[src/rtl/instr_fetch_pkg.sv]
// Shared types and constants for the instruction fetch stage.
// Latency: n/a (declarations only).
// Backpressure: n/a.
package ifetch_pkg;

   localparam int          XLEN      = 32;
   localparam logic [31:0] INSTR_NOP = 32'h0000_0013;   // addi x0,x0,0

   typedef enum logic [1:0] {
      IDLE = 2'd0,
      RUN  = 2'd1,
      HALT = 2'd2
   } fetch_state_e;

   // One IF/ID pipeline slot.
   typedef struct packed {
      logic            valid;
      logic [XLEN-1:0] pc;
      logic [XLEN-1:0] instr;
   } if_id_t;

endpackage

[src/rtl/instr_fetch_if.sv]
// Instruction memory read port between the fetch stage and instr_mem.
// Latency: memory returns data after the negedge of the issue cycle.
// Backpressure: none; the fetch side re-issues the same address while stalled.
//   imem_addr  word address, imem_rd_en read enable, imem_instr returned word.
interface instr_fetch_if;

   logic [ifetch_pkg::XLEN-1:0] imem_addr;
   logic                        imem_rd_en;
   logic [ifetch_pkg::XLEN-1:0] imem_instr;

   modport master (output imem_addr, output imem_rd_en, input imem_instr);
   modport slave  (input imem_addr, input imem_rd_en, output imem_instr);

endinterface

[src/rtl/instr_fetch_if_id_reg.sv]
// IF/ID pipeline register holding {valid, pc, instr}.
// Latency: 1 cycle from load to output.
// Backpressure: holds its contents when neither load nor bubble is asserted.
//   clk, rst_n (sync, active-low); bubble wins over load; q is the registered slot.
module if_id_reg
   import ifetch_pkg::*;
(
   input  logic            clk,
   input  logic            rst_n,
   input  logic            load,
   input  logic            bubble,
   input  logic [XLEN-1:0] pc_in,
   input  logic [XLEN-1:0] instr_in,
   output if_id_t          q
);

   always_ff @(posedge clk) begin
      if (!rst_n) begin
         q <= '{valid: 1'b0, pc: '0, instr: INSTR_NOP};
      end else if (bubble) begin
         q <= '{valid: 1'b0, pc: '0, instr: INSTR_NOP};
      end else if (load) begin
         q <= '{valid: 1'b1, pc: pc_in, instr: instr_in};
      end
   end

endmodule

[src/rtl/instr_fetch.sv]
// IF stage: owns the PC, drives the instr_mem read port, fills the IF/ID register.
// Latency: PC issued in cycle n appears on if_* after the posedge ending cycle n.
// Backpressure: stall_i holds PC and IF/ID; read enable stays high (re-read is harmless).
//   Ports: clk, rst_n (sync, active-low); fetch_en_i/stall_i/redirect_i/redirect_pc_i/halt_i
//   control; imem (instr_fetch_if.master) memory port; pc_o, if_valid_o, if_pc_o, if_instr_o,
//   fetch_fault_o (sticky). Define IFETCH_PERF_EN to add perf_fetch_cnt_o/perf_redirect_cnt_o.
module instr_fetch
   import ifetch_pkg::*;
#(
   parameter logic [31:0] RESET_PC   = 32'h0000_0000,
   parameter int          IMEM_DEPTH = 1024
)(
   input  logic              clk,
   input  logic              rst_n,
   input  logic              fetch_en_i,
   input  logic              stall_i,
   input  logic              redirect_i,
   input  logic [XLEN-1:0]   redirect_pc_i,
   input  logic              halt_i,
   instr_fetch_if.master     imem,
   output logic [XLEN-1:0]   pc_o,
   output logic              if_valid_o,
   output logic [XLEN-1:0]   if_pc_o,
   output logic [XLEN-1:0]   if_instr_o,
`ifdef IFETCH_PERF_EN
   output logic [31:0]       perf_fetch_cnt_o,
   output logic [31:0]       perf_redirect_cnt_o,
`endif
   output logic              fetch_fault_o
);

   localparam logic [31:0] DEPTH_W = 32'(IMEM_DEPTH);

   fetch_state_e    state;
   logic [XLEN-1:0] pc;
   logic            fault;
   logic [31:0]     word_idx;
   logic            run;
   logic            fault_hit;
   logic            commit;
   logic            bubble;
   if_id_t          if_id;

`ifdef IFETCH_PERF_EN
   logic [31:0]     fetch_cnt;
   logic [31:0]     redirect_cnt;
`endif

   assign word_idx  = {2'b00, pc[31:2]};
   assign run       = (state == RUN);
   assign fault_hit = (word_idx >= DEPTH_W);

   // Priority halt > redirect > stall > fault > normal. A fault is only
   // raised by a fetch that would otherwise commit.
   assign commit = run & ~halt_i & ~redirect_i & ~stall_i & ~fault_hit;
   assign bubble = ~run | halt_i | redirect_i | (~stall_i & fault_hit);

   always_ff @(posedge clk) begin
      if (!rst_n) begin
         state <= IDLE;
         pc    <= RESET_PC;
         fault <= 1'b0;
`ifdef IFETCH_PERF_EN
         fetch_cnt    <= '0;
         redirect_cnt <= '0;
`endif
      end else begin
         case (state)
            IDLE: begin
               if (fetch_en_i) state <= RUN;
            end
            RUN: begin
               if (halt_i) begin
                  state <= HALT;
               end else if (redirect_i) begin
                  pc <= redirect_pc_i & ~32'd3;
`ifdef IFETCH_PERF_EN
                  redirect_cnt <= redirect_cnt + 32'd1;
`endif
               end else if (stall_i) begin
                  pc <= pc;
               end else if (fault_hit) begin
                  fault <= 1'b1;
                  state <= HALT;
               end else begin
                  pc <= pc + 32'd4;
`ifdef IFETCH_PERF_EN
                  fetch_cnt <= fetch_cnt + 32'd1;
`endif
               end
            end
            default: begin
               // HALT is left only through reset.
               state <= HALT;
            end
         endcase
      end
   end

   if_id_reg u_if_id (
      .clk      (clk),
      .rst_n    (rst_n),
      .load     (commit),
      .bubble   (bubble),
      .pc_in    (pc),
      .instr_in (imem.imem_instr),
      .q        (if_id)
   );

   assign imem.imem_addr  = word_idx;
   assign imem.imem_rd_en = run;

   assign pc_o          = pc;
   assign if_valid_o    = if_id.valid;
   assign if_pc_o       = if_id.pc;
   assign if_instr_o    = if_id.instr;
   assign fetch_fault_o = fault;

`ifdef IFETCH_PERF_EN
   assign perf_fetch_cnt_o    = fetch_cnt;
   assign perf_redirect_cnt_o = redirect_cnt;
`endif

endmodule

[src/flat_wrapper.sv]
// flat-port wrapper written by rule: the top's interface ports become plain ports
module instr_fetch_flat import ifetch_pkg::*;
#(
   parameter logic [31:0] RESET_PC   = 32'h0000_0000,
   parameter int          IMEM_DEPTH = 1024
)
  (clk, rst_n, fetch_en_i, stall_i, redirect_i, redirect_pc_i, halt_i, pc_o, if_valid_o, if_pc_o, if_instr_o, fetch_fault_o, imem_imem_addr, imem_imem_rd_en, imem_imem_instr);
  instr_fetch_if imem_i ();
  input  logic clk;
  input  logic rst_n;
  input  logic fetch_en_i;
  input  logic stall_i;
  input  logic redirect_i;
  input  logic [XLEN-1:0] redirect_pc_i;
  input  logic halt_i;
  output logic [XLEN-1:0] pc_o;
  output logic if_valid_o;
  output logic [XLEN-1:0] if_pc_o;
  output logic [XLEN-1:0] if_instr_o;
  output logic fetch_fault_o;
  output wire logic [$bits(imem_i.imem_addr)-1:0] imem_imem_addr;
  output wire logic [$bits(imem_i.imem_rd_en)-1:0] imem_imem_rd_en;
  input wire logic [$bits(imem_i.imem_instr)-1:0] imem_imem_instr;
  assign imem_imem_addr = imem_i.imem_addr;
  assign imem_imem_rd_en = imem_i.imem_rd_en;
  assign imem_i.imem_instr = imem_imem_instr;
  instr_fetch #(.RESET_PC(RESET_PC), .IMEM_DEPTH(IMEM_DEPTH)) u_core (.clk(clk), .rst_n(rst_n), .fetch_en_i(fetch_en_i), .stall_i(stall_i), .redirect_i(redirect_i), .redirect_pc_i(redirect_pc_i), .halt_i(halt_i), .imem(imem_i), .pc_o(pc_o), .if_valid_o(if_valid_o), .if_pc_o(if_pc_o), .if_instr_o(if_instr_o), .fetch_fault_o(fetch_fault_o));
endmodule
[config.mk]
export PLATFORM = sky130hd
export DESIGN_NAME = instr_fetch_flat
export DESIGN_NICKNAME = d
export VERILOG_FILES = /design/src/rtl/instr_fetch_pkg.sv /design/src/rtl/instr_fetch_if.sv /design/src/rtl/instr_fetch_if_id_reg.sv /design/src/rtl/instr_fetch.sv /design/src/flat_wrapper.sv
export SDC_FILE = /design/constraint.sdc
export NUM_CORES = 1
export LEC_CHECK = 0
export ABC_AREA = 1
export BUFFER_PORTS_ARGS = -buffer_cell sky130_fd_sc_hd__buf_2
export CAP_MARGIN = 20
export CELL_PAD_IN_SITES_DETAIL_PLACEMENT = 0
export CELL_PAD_IN_SITES_GLOBAL_PLACEMENT = 1
export CORE_MARGIN = 5
export CORE_UTILIZATION = 36
export CTS_CLUSTER_DIAMETER = 100
export CTS_CLUSTER_SIZE = 12
export DETAILED_ROUTE_END_ITERATION = 8
export PLACE_DENSITY_LB_ADDON = 0.1
export SYNTH_ARGS = -nofsm -noshare
export SYNTH_HDL_FRONTEND = slang
export SYNTH_SLANG_ARGS = --single-unit
[constraint.sdc]
create_clock -name clk -period 2.6 [get_ports clk]
set_clock_uncertainty 0.05 [all_clocks]
set_input_delay 0.26 -clock clk [delete_from_list [all_inputs] [get_ports clk]]
set_output_delay 0.26 -clock clk [all_outputs]
set_load 0.05 [all_outputs]
==> flow_metrics.py, run 1 <==
metrics = {
    "status": {
        "status": "completed",
    },
    "global_routing": {
        "grt_antenna_before_repair": 0,
        "grt_pass1_wl_mm": 22.9,
        "overflow": 0,
        "grt_max_degree": 38,
        "grt_usage_pct": 17.4,
        "grt_pass1_vias": 4466,
    },
    "clock_network": {
        "cts_resized": 0,
        "holdBufCountCts": 0,
        "clk_pin_slew_worst_paths_ns": 0.07,
        "cts_root_buf": "clkbuf_16",
        "cts_tree": "built",
        "cts_htree_levels": 3,
        "cts_buffers": 9,
        "post_cts_buffers": 0,
        "ctsLongestPathBuffers": 2,
        "clock_latency_ns": 0.34,
        "cts.sinks": 96,
    },
    "place": {
        "dp_hpwl_mm": 10.8,
        "placed_cells": 1008,
        "post_dp_cell_area_sq_um": 5680,
        "gp_congestion": 0.869,
        "dp_slack_ns": 0.558,
        "port_buffers": 192,
    },
    "logic_synthesis": {
        "synth_top_area_share_pct": 39.3,
        "avgSynthCellArea_sq_um": 7.06,
        "synth_edf_count": 0,
        "synth_common_cells": "204 x nand2_1, 101 x nor2_1, 96 x dfxtp_1",
        "yosysTopAreaCell": "dfxtp_1",
        "yosysSeqAreaShare_pct": 39.3,
        "ys.warnings.count": 0,
        "ys_ff_latch": 96,
        "ys_top_cells_by_area": "dfxtp_1 39%, nand2_1 16%, nor2_1 7.7%",
        "synthFlopType": "dfxtp_1",
        "synth.distinct_cells": 37,
        "synth_area_sq_um": 4900,
        "async_flop_share_pct": 0,
        "yosysMostFrequentCell": "nand2_1",
        "syn_inst": 693,
    },
    "critical_path": {
        "cp_data_arrival_time_ns": 2.25,
        "crit_path_start_kind": "flop",
        "path_cells": "nor2_1 -> nand2_1 -> nor2_1 -> nand3_4 -> nand2_2 -> nand3_4 -> buf_4 -> nor2_1 -> nand2_1 -> a21oi_1",
        "cp_max_fo": 19,
        "crit_type": "reg2reg",
        "worst_setup_path_end_kind": "flop",
        "required_ns": 2.83,
        "cpPeakStageDelay_ns": 0.41,
        "cp_slowest_cell": "dfxtp_1",
        "path_common_cell": "nor2_1",
    },
    "drt": {
        "vias": 4708,
        "drt_iter0_markers": 294,
        "post_drt_wl_per_cell_um": 14.3,
        "drc": 0,
        "drt-total-wl_mm": 14.6,
        "firstDrtPassIters": 4,
        "ant_nets": 0,
        "via_per_inst": 4.60,
    },
    "floorplanning": {
        "die-area_sq_um": 16000,
        "ioPinCount": 201,
        "dieWidth_um": 127,
        "die_h_um": 127,
        "start_util_pct": 36.8,
        "core-area_sq_um": 13300,
        "fp-row-count": 42,
    },
    "final_layout": {
        "diodes": 0,
        "final_nets": 915,
        "final_cell_area_sq_um": 6000,
        "stdcell_count": 1024,
        "fin_util_pct": 45.1,
        "area_growth_pct": 22.5,
        "drive_gt1_share_pct": 33.7,
        "fillers": 1441,
    },
    "sta": {
        "finalWorstSetupSlack_ns": 0.578,
        "rsz0062_at_grt": "false",
        "tightest_slew_ns": 0.829,
        "whs_ns": 0.0842,
        "slew_violations": 0,
        "fin_crit_sh_pct": 77.8,
        "min_period_ns": 2.02,
        "fmax_mhz": 494,
        "slew_headroom_pct": 44.6,
        "setup_viol": 0,
        "finalHoldViolCount": 0,
        "fin_setup_tns_ns": 0,
    },
    "pwr": {
        "finalPower_mw": 3.57,
        "power.density_nw_per_um2": 596,
        "ir_drop_mv": 0.295,
        "power.leakage_nw": 2.76,
    },
    "job": {
        "drv_cap": 0,
    },
    "min_path": {
        "hp-class": "in2reg",
    },
}
[placed cells by master, fill, tap and decap left out, types with 20 or more instances in the layout]
master / count
nand2_1: 204
buf_2: 192
nor2_1: 101
dfxtp_1: 96
a21oi_1: 38
inv_1: 36
o21ai_0: 23
inv_2: 22
nand3_1: 22
a21oi_2: 20
[report_power, final]
group	leakage [nW]	internal [mW]	switching, mW
clock network	0.157	0.849	0.598
registers	0.775	1.50	0.0491
logic	1.83	0.151	0.428
total	2.76	2.50	1.07
[cell type report]
class	instances	area (sq um)	share of cell area, %
clock buffer	10	229	3.82
clock inverter	6	91.3	1.52
inverter	58	218	3.63
multi-input combinational	478	2300	38.3
sequential	96	1920	32.0
tap	176	220	3.67
timing repair buffer	200	1020	17.0
[critical path, delay by kind of cell, from the launching register on]
kind | cells | cell delay (ns)
simple gates | 8 | 1.11
flops | 1 | 0.41
compound gates | 1 | 0.10
buf+inv | 1 | 0.28
[routing by layer]
metal	vias to the layer above	part of all wire (%)	global-route usage (%)
li1	2430	-	-
met1	2115	45	22.2
met2	145	47	29.4
met3	18	6.1	3.78
met4	0	1.8	5.80
met5	-	0	0
[logic make-up after synthesis]
kind of cell / share of synthesized area (%)
other: 0.0766
buffers and inverters: 14.2
AOI/OAI and AO/OA: 11.5
xor gates and xnor gates: 0.716
adders and majority gates: 0.511
and+or+nand+nor: 33.7
DFF: 39.3
[final timing paths]
path	startpoint	slack, ns	to	cells after the start
max	u_core.pc_o[24]	0.58	u_core.pc_o[24]	10
min	imem_imem_instr[4]	0.08	u_core.u_if_id.q[4]	3
max reg2reg	u_core.pc_o[24]	0.58	u_core.pc_o[24]	10
min reg2reg	u_core.u_if_id.q[50]	0.40	u_core.u_if_id.q[50]	2
[sequential cells by signal, indices dropped and copies added, names as in the netlist]
register,cells
u_core.u_if_id.q,63
u_core.pc_o,30
u_core.state,2
u_core.fetch_fault_o,1
Power figures use the tool's default switching activity.
==> run 2: changes to the inputs <==
--- a/config.mk
+++ b/config.mk
@@ -11,7 +11,7 @@
 export CELL_PAD_IN_SITES_DETAIL_PLACEMENT = 0
 export CELL_PAD_IN_SITES_GLOBAL_PLACEMENT = 1
 export CORE_MARGIN = 5
-export CORE_UTILIZATION = 36
+export CORE_UTILIZATION = 30
 export CTS_CLUSTER_DIAMETER = 100
 export CTS_CLUSTER_SIZE = 12
 export DETAILED_ROUTE_END_ITERATION = 8
==> constraint.sdc (replaced) <==
create_clock -name clk -period 1.8 [get_ports clk]
set_clock_uncertainty 0.05 [all_clocks]
set_input_delay 0.18 -clock clk [delete_from_list [all_inputs] [get_ports clk]]
set_output_delay 0.18 -clock clk [all_outputs]
set_load 0.05 [all_outputs]
==> run 2 against run 1 <==
  * Maximum frequency increased by 16%
  * Critical endpoint is now u_core.u_if_id.q[31]
  * Register-to-register slack got worse by 0.53 ns
  * Hold slack worse by 0.069 ns
  * Global-route usage decreased by 1.6 points
  * Combinational power up 75%
  * Die area rose by 18%
==> flow_metrics.py, run 2 (same netlist as run 1, synthesis figures left out) <==
metrics = {
    "pwr": {
        "ir_drop_mv": 0.389,
        "power.density_nw_per_um2": 781,
        "p_seq_share_pct": 42.1,
        "power.leakage_nw": 3.10,
        "pwr-share-comb_pct": 19.2,
        "p_sw_mw": 1.64,
        "clkPwrFrac_pct": 38.7,
        "intPower_mw": 3.60,
        "swShare_pct": 31.4,
    },
    "sta": {
        "slew_violations": 0,
        "whs_ns": 0.0152,
        "setup_viol": 0,
        "finalHoldViolCount": 0,
        "rsz0062_at_grt": "true",
        "min_period_ns": 1.75,
        "fin_crit_sh_pct": 97.3,
        "fmax_mhz": 571,
        "finalWorstSetupSlack_ns": 0.0495,
    },
    "drt": {
        "drt-total-wl_mm": 16.1,
        "post_drt_wl_per_cell_um": 14.4,
        "drc": 0,
        "firstDrtPassIters": 4,
        "ant_nets": 0,
        "via_per_inst": 4.42,
        "drt_iter0_markers": 207,
        "vias": 4942,
    },
    "place": {
        "gp_congestion": 0.855,
        "dp_hpwl_mm": 11.9,
        "port_buffers": 192,
        "placed_cells": 1085,
        "dp_slack_ns": 0.0334,
    },
    "final_layout": {
        "stdcell_count": 1118,
        "fin_util_pct": 42.1,
        "area_growth_pct": 37.0,
        "mostFrequentLayoutCells": "204 x nand2_1, 192 x buf_2, 99 x nor2_1",
        "largest_reg_flops": 63,
        "final_nets": 969,
        "final_common_cell": "nand2_1",
        "drive_gt1_share_pct": 40.8,
        "diodes": 0,
        "regMostFlops": "u_core.u_if_id.q",
    },
    "clock_network": {
        "cts_htree_levels": 3,
        "cts.sinks": 96,
        "clk_pin_slew_worst_paths_ns": 0.07,
        "cts_tree": "built",
        "cts_root_buf": "clkbuf_16",
        "ctsLongestPathBuffers": 2,
        "clock_latency_ns": 0.35,
        "cts_buffers": 9,
    },
    "global_routing": {
        "grt_antenna_before_repair": 1,
        "overflow": 0,
        "grt_pass1_wl_mm": 23.8,
        "grt_pass1_vias": 4678,
        "grt_usage_pct": 15.9,
        "grt_max_degree": 36,
    },
    "critical_path": {
        "cp_data_arrival_time_ns": 1.98,
        "worst_setup_path_end_kind": "flop",
        "required_ns": 2.03,
        "crit_path_start_kind": "flop",
        "cp_slowest_cell": "dfxtp_2",
        "r2r_cells": 10,
        "path_common_cell": "nor2_1",
        "cp_max_fo": 7,
        "crit_type": "reg2reg",
        "cpPeakStageDelay_ns": 0.32,
        "path_cells": "nor2_1 -> nand2_1 -> nor2_1 -> buf_4 -> nand3_4 -> a211oi_4 -> buf_6 -> inv_8 -> clkbuf_16 -> a21oi_1",
    },
    "floorplanning": {
        "die-area_sq_um": 19000,
        "start_util_pct": 30.7,
        "ioPinCount": 201,
        "core-area_sq_um": 15900,
        "die_h_um": 138,
        "dieWidth_um": 138,
        "fp-row-count": 46,
    },
    "min_path": {
        "hp-class": "in2reg",
        "min_path_cells": 3,
    },
    "status": {
        "status": "completed",
    },
    "job": {
        "drv_cap": 0,
    },
}
run 2: per-stage QoR:
| stage | setup TNS, ns | instance area, sq um | total power [mW] |
|---|---|---|---|
| after floorplan | 0 | 4930 | 2.96 |
| after global placement | 0 | 6060 | 3.20 |
| after detailed placement | 0 | 6060 | 3.21 |
| after CTS | 0 | 6400 | 5.27 |
| after global routing | -1.55 | 6710 | 5.47 |
| final | 0 | 6710 | 5.24 |
run 2: worst paths after layout:
check	startpoint	endpoint	slack, ns
setup / recovery	u_core.pc_o[24]	u_core.u_if_id.q[31]	0.05
hold / removal	imem_imem_instr[29]	u_core.u_if_id.q[29]	0.02
setup reg to reg	u_core.pc_o[24]	u_core.u_if_id.q[31]	0.05
hold reg to reg	u_core.u_if_id.q[45]	u_core.u_if_id.q[45]	0.39
run 2: repair_timing:
action,in CTS,in global routing
hold endpoints to repair,3,0
hold buffers,3,0
gates resized for setup,0,36
endpoints found under the setup margin,0,81
buffers inserted,0,7
run 2: area by class of cell:
type,count,area (sq um)
timing repair buffer,254,1590
clock inverter,7,86.3
tap,216,270
inverter,58,231
sequential,96,1950
clock buffer,9,225
fill,1714,9240
multi-input combinational,478,2350
run 2: worst max-delay path, delay by kind of cell (launching register included):
family / cells / cell delay (ns)
buffers and inverters: 4 / 0.50
and+or+nand+nor: 4 / 0.39
AOI/OAI and AO/OA: 2 / 0.42
DFF: 1 / 0.32
run 2: power by group through the flow:
| stage | Combinational (mW) | Clock (mW) | Sequential [mW] |
|---|---|---|---|
| global route | 1.09 | 2.17 | 2.21 |
| floorplan | 0.560 | 0 | 2.40 |
| detailed placement | 0.954 | 0 | 2.26 |
| CTS | 0.962 | 2.10 | 2.21 |
| global placement | 0.947 | 0 | 2.26 |
| finish | 1.01 | 2.02 | 2.21 |
run 2: routing by layer:
layer,part of all wire [%],global-route usage [%]
met1,44,20.4
met2,48,26.6
met3,6.5,2.99
met4,1.6,5.32
met5,0.12,0
==> run 3: changes to the inputs <==
--- a/config.mk
+++ b/config.mk
@@ -6,7 +6,7 @@
 export NUM_CORES = 1
 export LEC_CHECK = 0
 export ABC_AREA = 1
-export BUFFER_PORTS_ARGS = -buffer_cell sky130_fd_sc_hd__buf_2
+export BUFFER_PORTS_ARGS = -buffer_cell sky130_fd_sc_hd__buf_4
 export CAP_MARGIN = 20
 export CELL_PAD_IN_SITES_DETAIL_PLACEMENT = 0
 export CELL_PAD_IN_SITES_GLOBAL_PLACEMENT = 1
@@ -15,7 +15,7 @@
 export CTS_CLUSTER_DIAMETER = 100
 export CTS_CLUSTER_SIZE = 12
 export DETAILED_ROUTE_END_ITERATION = 8
-export PLACE_DENSITY_LB_ADDON = 0.1
+export PLACE_DENSITY_LB_ADDON = 0.2
 export SYNTH_ARGS = -nofsm -noshare
 export SYNTH_HDL_FRONTEND = slang
 export SYNTH_SLANG_ARGS = --single-unit
==> run 3 against run 2 <==
  * Sequential cell count stayed put
  * Die area stayed put
  * Non-clock buffer count is 17 lower
  * First-iteration DRC count is 20% higher
  * Utilization is 1.1 points higher
  * Global-route usage is 0.14 points higher
  * Register-to-register slack better by 0.07 ns
  * Via count is 1.6% lower
  * Cell count is 1.5% lower
  * Wire length is 3.3% lower
  * Maximum frequency is 4.4% higher
  * Largest power group unchanged
==> flow_metrics.py, run 3 (same netlist as run 1, synthesis figures left out) <==
metrics = {
    "clock_network": {
        "ctsLongestPathBuffers": 2,
        "cts_root_buf": "clkbuf_16",
        "clk_pin_slew_worst_paths_ns": 0.07,
        "cts_buffers": 9,
        "cts.sinks": 96,
        "cts_htree_levels": 3,
        "cts_tree": "built",
        "clock_latency_ns": 0.34,
    },
    "global_routing": {
        "grt_pass1_wl_mm": 23.9,
        "grt_max_degree": 38,
        "grt_pass1_vias": 4700,
        "overflow": 0,
        "grt_usage_pct": 16.0,
        "grt_antenna_before_repair": 0,
    },
    "critical_path": {
        "cp_max_fo": 20,
        "rrSetupSlack_ns": 0.12,
        "rr_startpoint": "u_core.pc_o[14]",
        "crit_type": "reg2reg",
        "crit_path_start_kind": "flop",
        "required_ns": 2.03,
        "r2r_cells": 8,
        "worst_setup_path_end_kind": "flop",
        "cp_data_arrival_time_ns": 1.91,
        "r2r-end": "u_core.u_if_id.q[30]",
    },
    "drt": {
        "drt-total-wl_mm": 15.6,
        "drc": 0,
        "vias": 4863,
        "post_drt_wl_per_cell_um": 14.1,
        "firstDrtPassIters": 5,
        "via_per_inst": 4.42,
        "ant_nets": 0,
        "drt_iter0_markers": 248,
    },
    "floorplanning": {
        "die-area_sq_um": 19000,
        "die_h_um": 138,
        "ioPinCount": 201,
        "dieWidth_um": 138,
        "fp-row-count": 46,
        "core-area_sq_um": 15900,
        "start_util_pct": 30.7,
    },
    "sta": {
        "min_period_ns": 1.68,
        "finalWorstSetupSlack_ns": 0.123,
        "slew_violations": 0,
        "fin_setup_tns_ns": 0,
        "fmax_mhz": 596,
        "whs_ns": 0.0195,
        "rsz0062_at_grt": "true",
        "fin_crit_sh_pct": 93.2,
        "finalHoldViolCount": 0,
        "setup_viol": 0,
    },
    "pwr": {
        "power.leakage_nw": 3.01,
        "ir_drop_mv": 0.425,
        "power.density_nw_per_um2": 734,
    },
    "place": {
        "gp_congestion": 0.854,
        "dp_slack_ns": -0.00191,
        "placed_cells": 1081,
        "dp_hpwl_mm": 11.7,
        "port_buffers": 192,
    },
    "status": {
        "status": "completed",
    },
    "final_layout": {
        "regMostFlops": "u_core.u_if_id.q",
        "diodes": 0,
        "stdcell_count": 1101,
        "fillers": 1662,
        "area_growth_pct": 40.6,
        "largest_reg_flops": 63,
        "final_common_cell": "buf_4",
        "drive_gt1_share_pct": 38.3,
        "mostFrequentLayoutCells": "229 x buf_4, 204 x nand2_1, 98 x nor2_1",
        "multi_input_area_sq_um": 2320,
        "final_nets": 952,
        "seq_area_sq_um": 1940,
    },
    "min_path": {
        "hp-start": "imem_imem_instr[0]",
        "min_path_cells": 3,
        "worst_hold_path.endpoint": "u_core.u_if_id.q[0]",
        "hp-class": "in2reg",
    },
    "job": {
        "drv_cap": 0,
    },
}
-- run 3: area by class of cell --
cell class	instances	share of cell area [%]
Clock buffer	11	3.38
Multi-Input combinational cell	478	33.7
Sequential cell	96	28.2
Clock inverter	5	0.600
Tap cell	216	3.93
Timing Repair Buffer	237	26.9
Inverter	58	3.24
-- run 3: timing repair --
item | 4_1_cts | 5_1_grt
setup buffers | 0 | 2
hold endpoints to repair | 2 | 0
hold buffers | 2 | 0
endpoints found under the setup margin | 4 | 90
resized for setup | 1 | 13
gates cloned | 0 | 0
pin swaps | 0 | 1
-- run 3: where the power goes --
group | internal, mW | leakage [nW] | switching [mW]
Clock | 0.949 | 0.126 | 0.852
Combinational | 0.365 | 2.10 | 0.680
Sequential | 2.17 | 0.782 | 0.0383
-- run 3: metrics by stage --
stage               power [mW]  util (%)  area, sq um
floorplan                 2.96         -         4930
global placement          3.28      40.9         6530
detailed placement        3.29      40.9         6530
CTS                       5.12      42.8         6820
global route              5.29      43.2         6880
finish                    5.05      43.2         6880
-- run 3: routing by layer --
layer / part of all wire, % / GRT usage [%]
met3: 6.0 / 2.52
met1: 46 / 20.9
met2: 46 / 26.8
met5: 0 / 0
met4: 1.8 / 5.49
-- run 3: worst max-delay path by stage --
stage	start	endpoint	slack [ns]	cells past startpoint
after CTS	u_core.pc_o[16]	u_core.pc_o[24]	0.01	10
final	u_core.pc_o[14]	u_core.u_if_id.q[30]	0.12	8
after detailed placement	u_core.pc_o[16]	u_core.u_if_id.q[34]	-0.002	8
after floorplan	u_core.pc_o[22]	u_core.u_if_id.q[0]	0.002	8
after global placement	u_core.pc_o[16]	u_core.u_if_id.q[22]	0.03	8
after global routing	u_core.pc_o[2]	u_core.pc_o[12]	-0.01	10
-- run 3: worst max-delay path, cell delays in order (launching register included) --
cell and delay, ns:
dfxtp_2 0.32, or2_0 0.25, nor2_4 0.13, nand3_4 0.13, nor3_4 0.21, buf_4 0.17, buf_12 0.15, nand2_1 0.07
a21oi_2 0.11
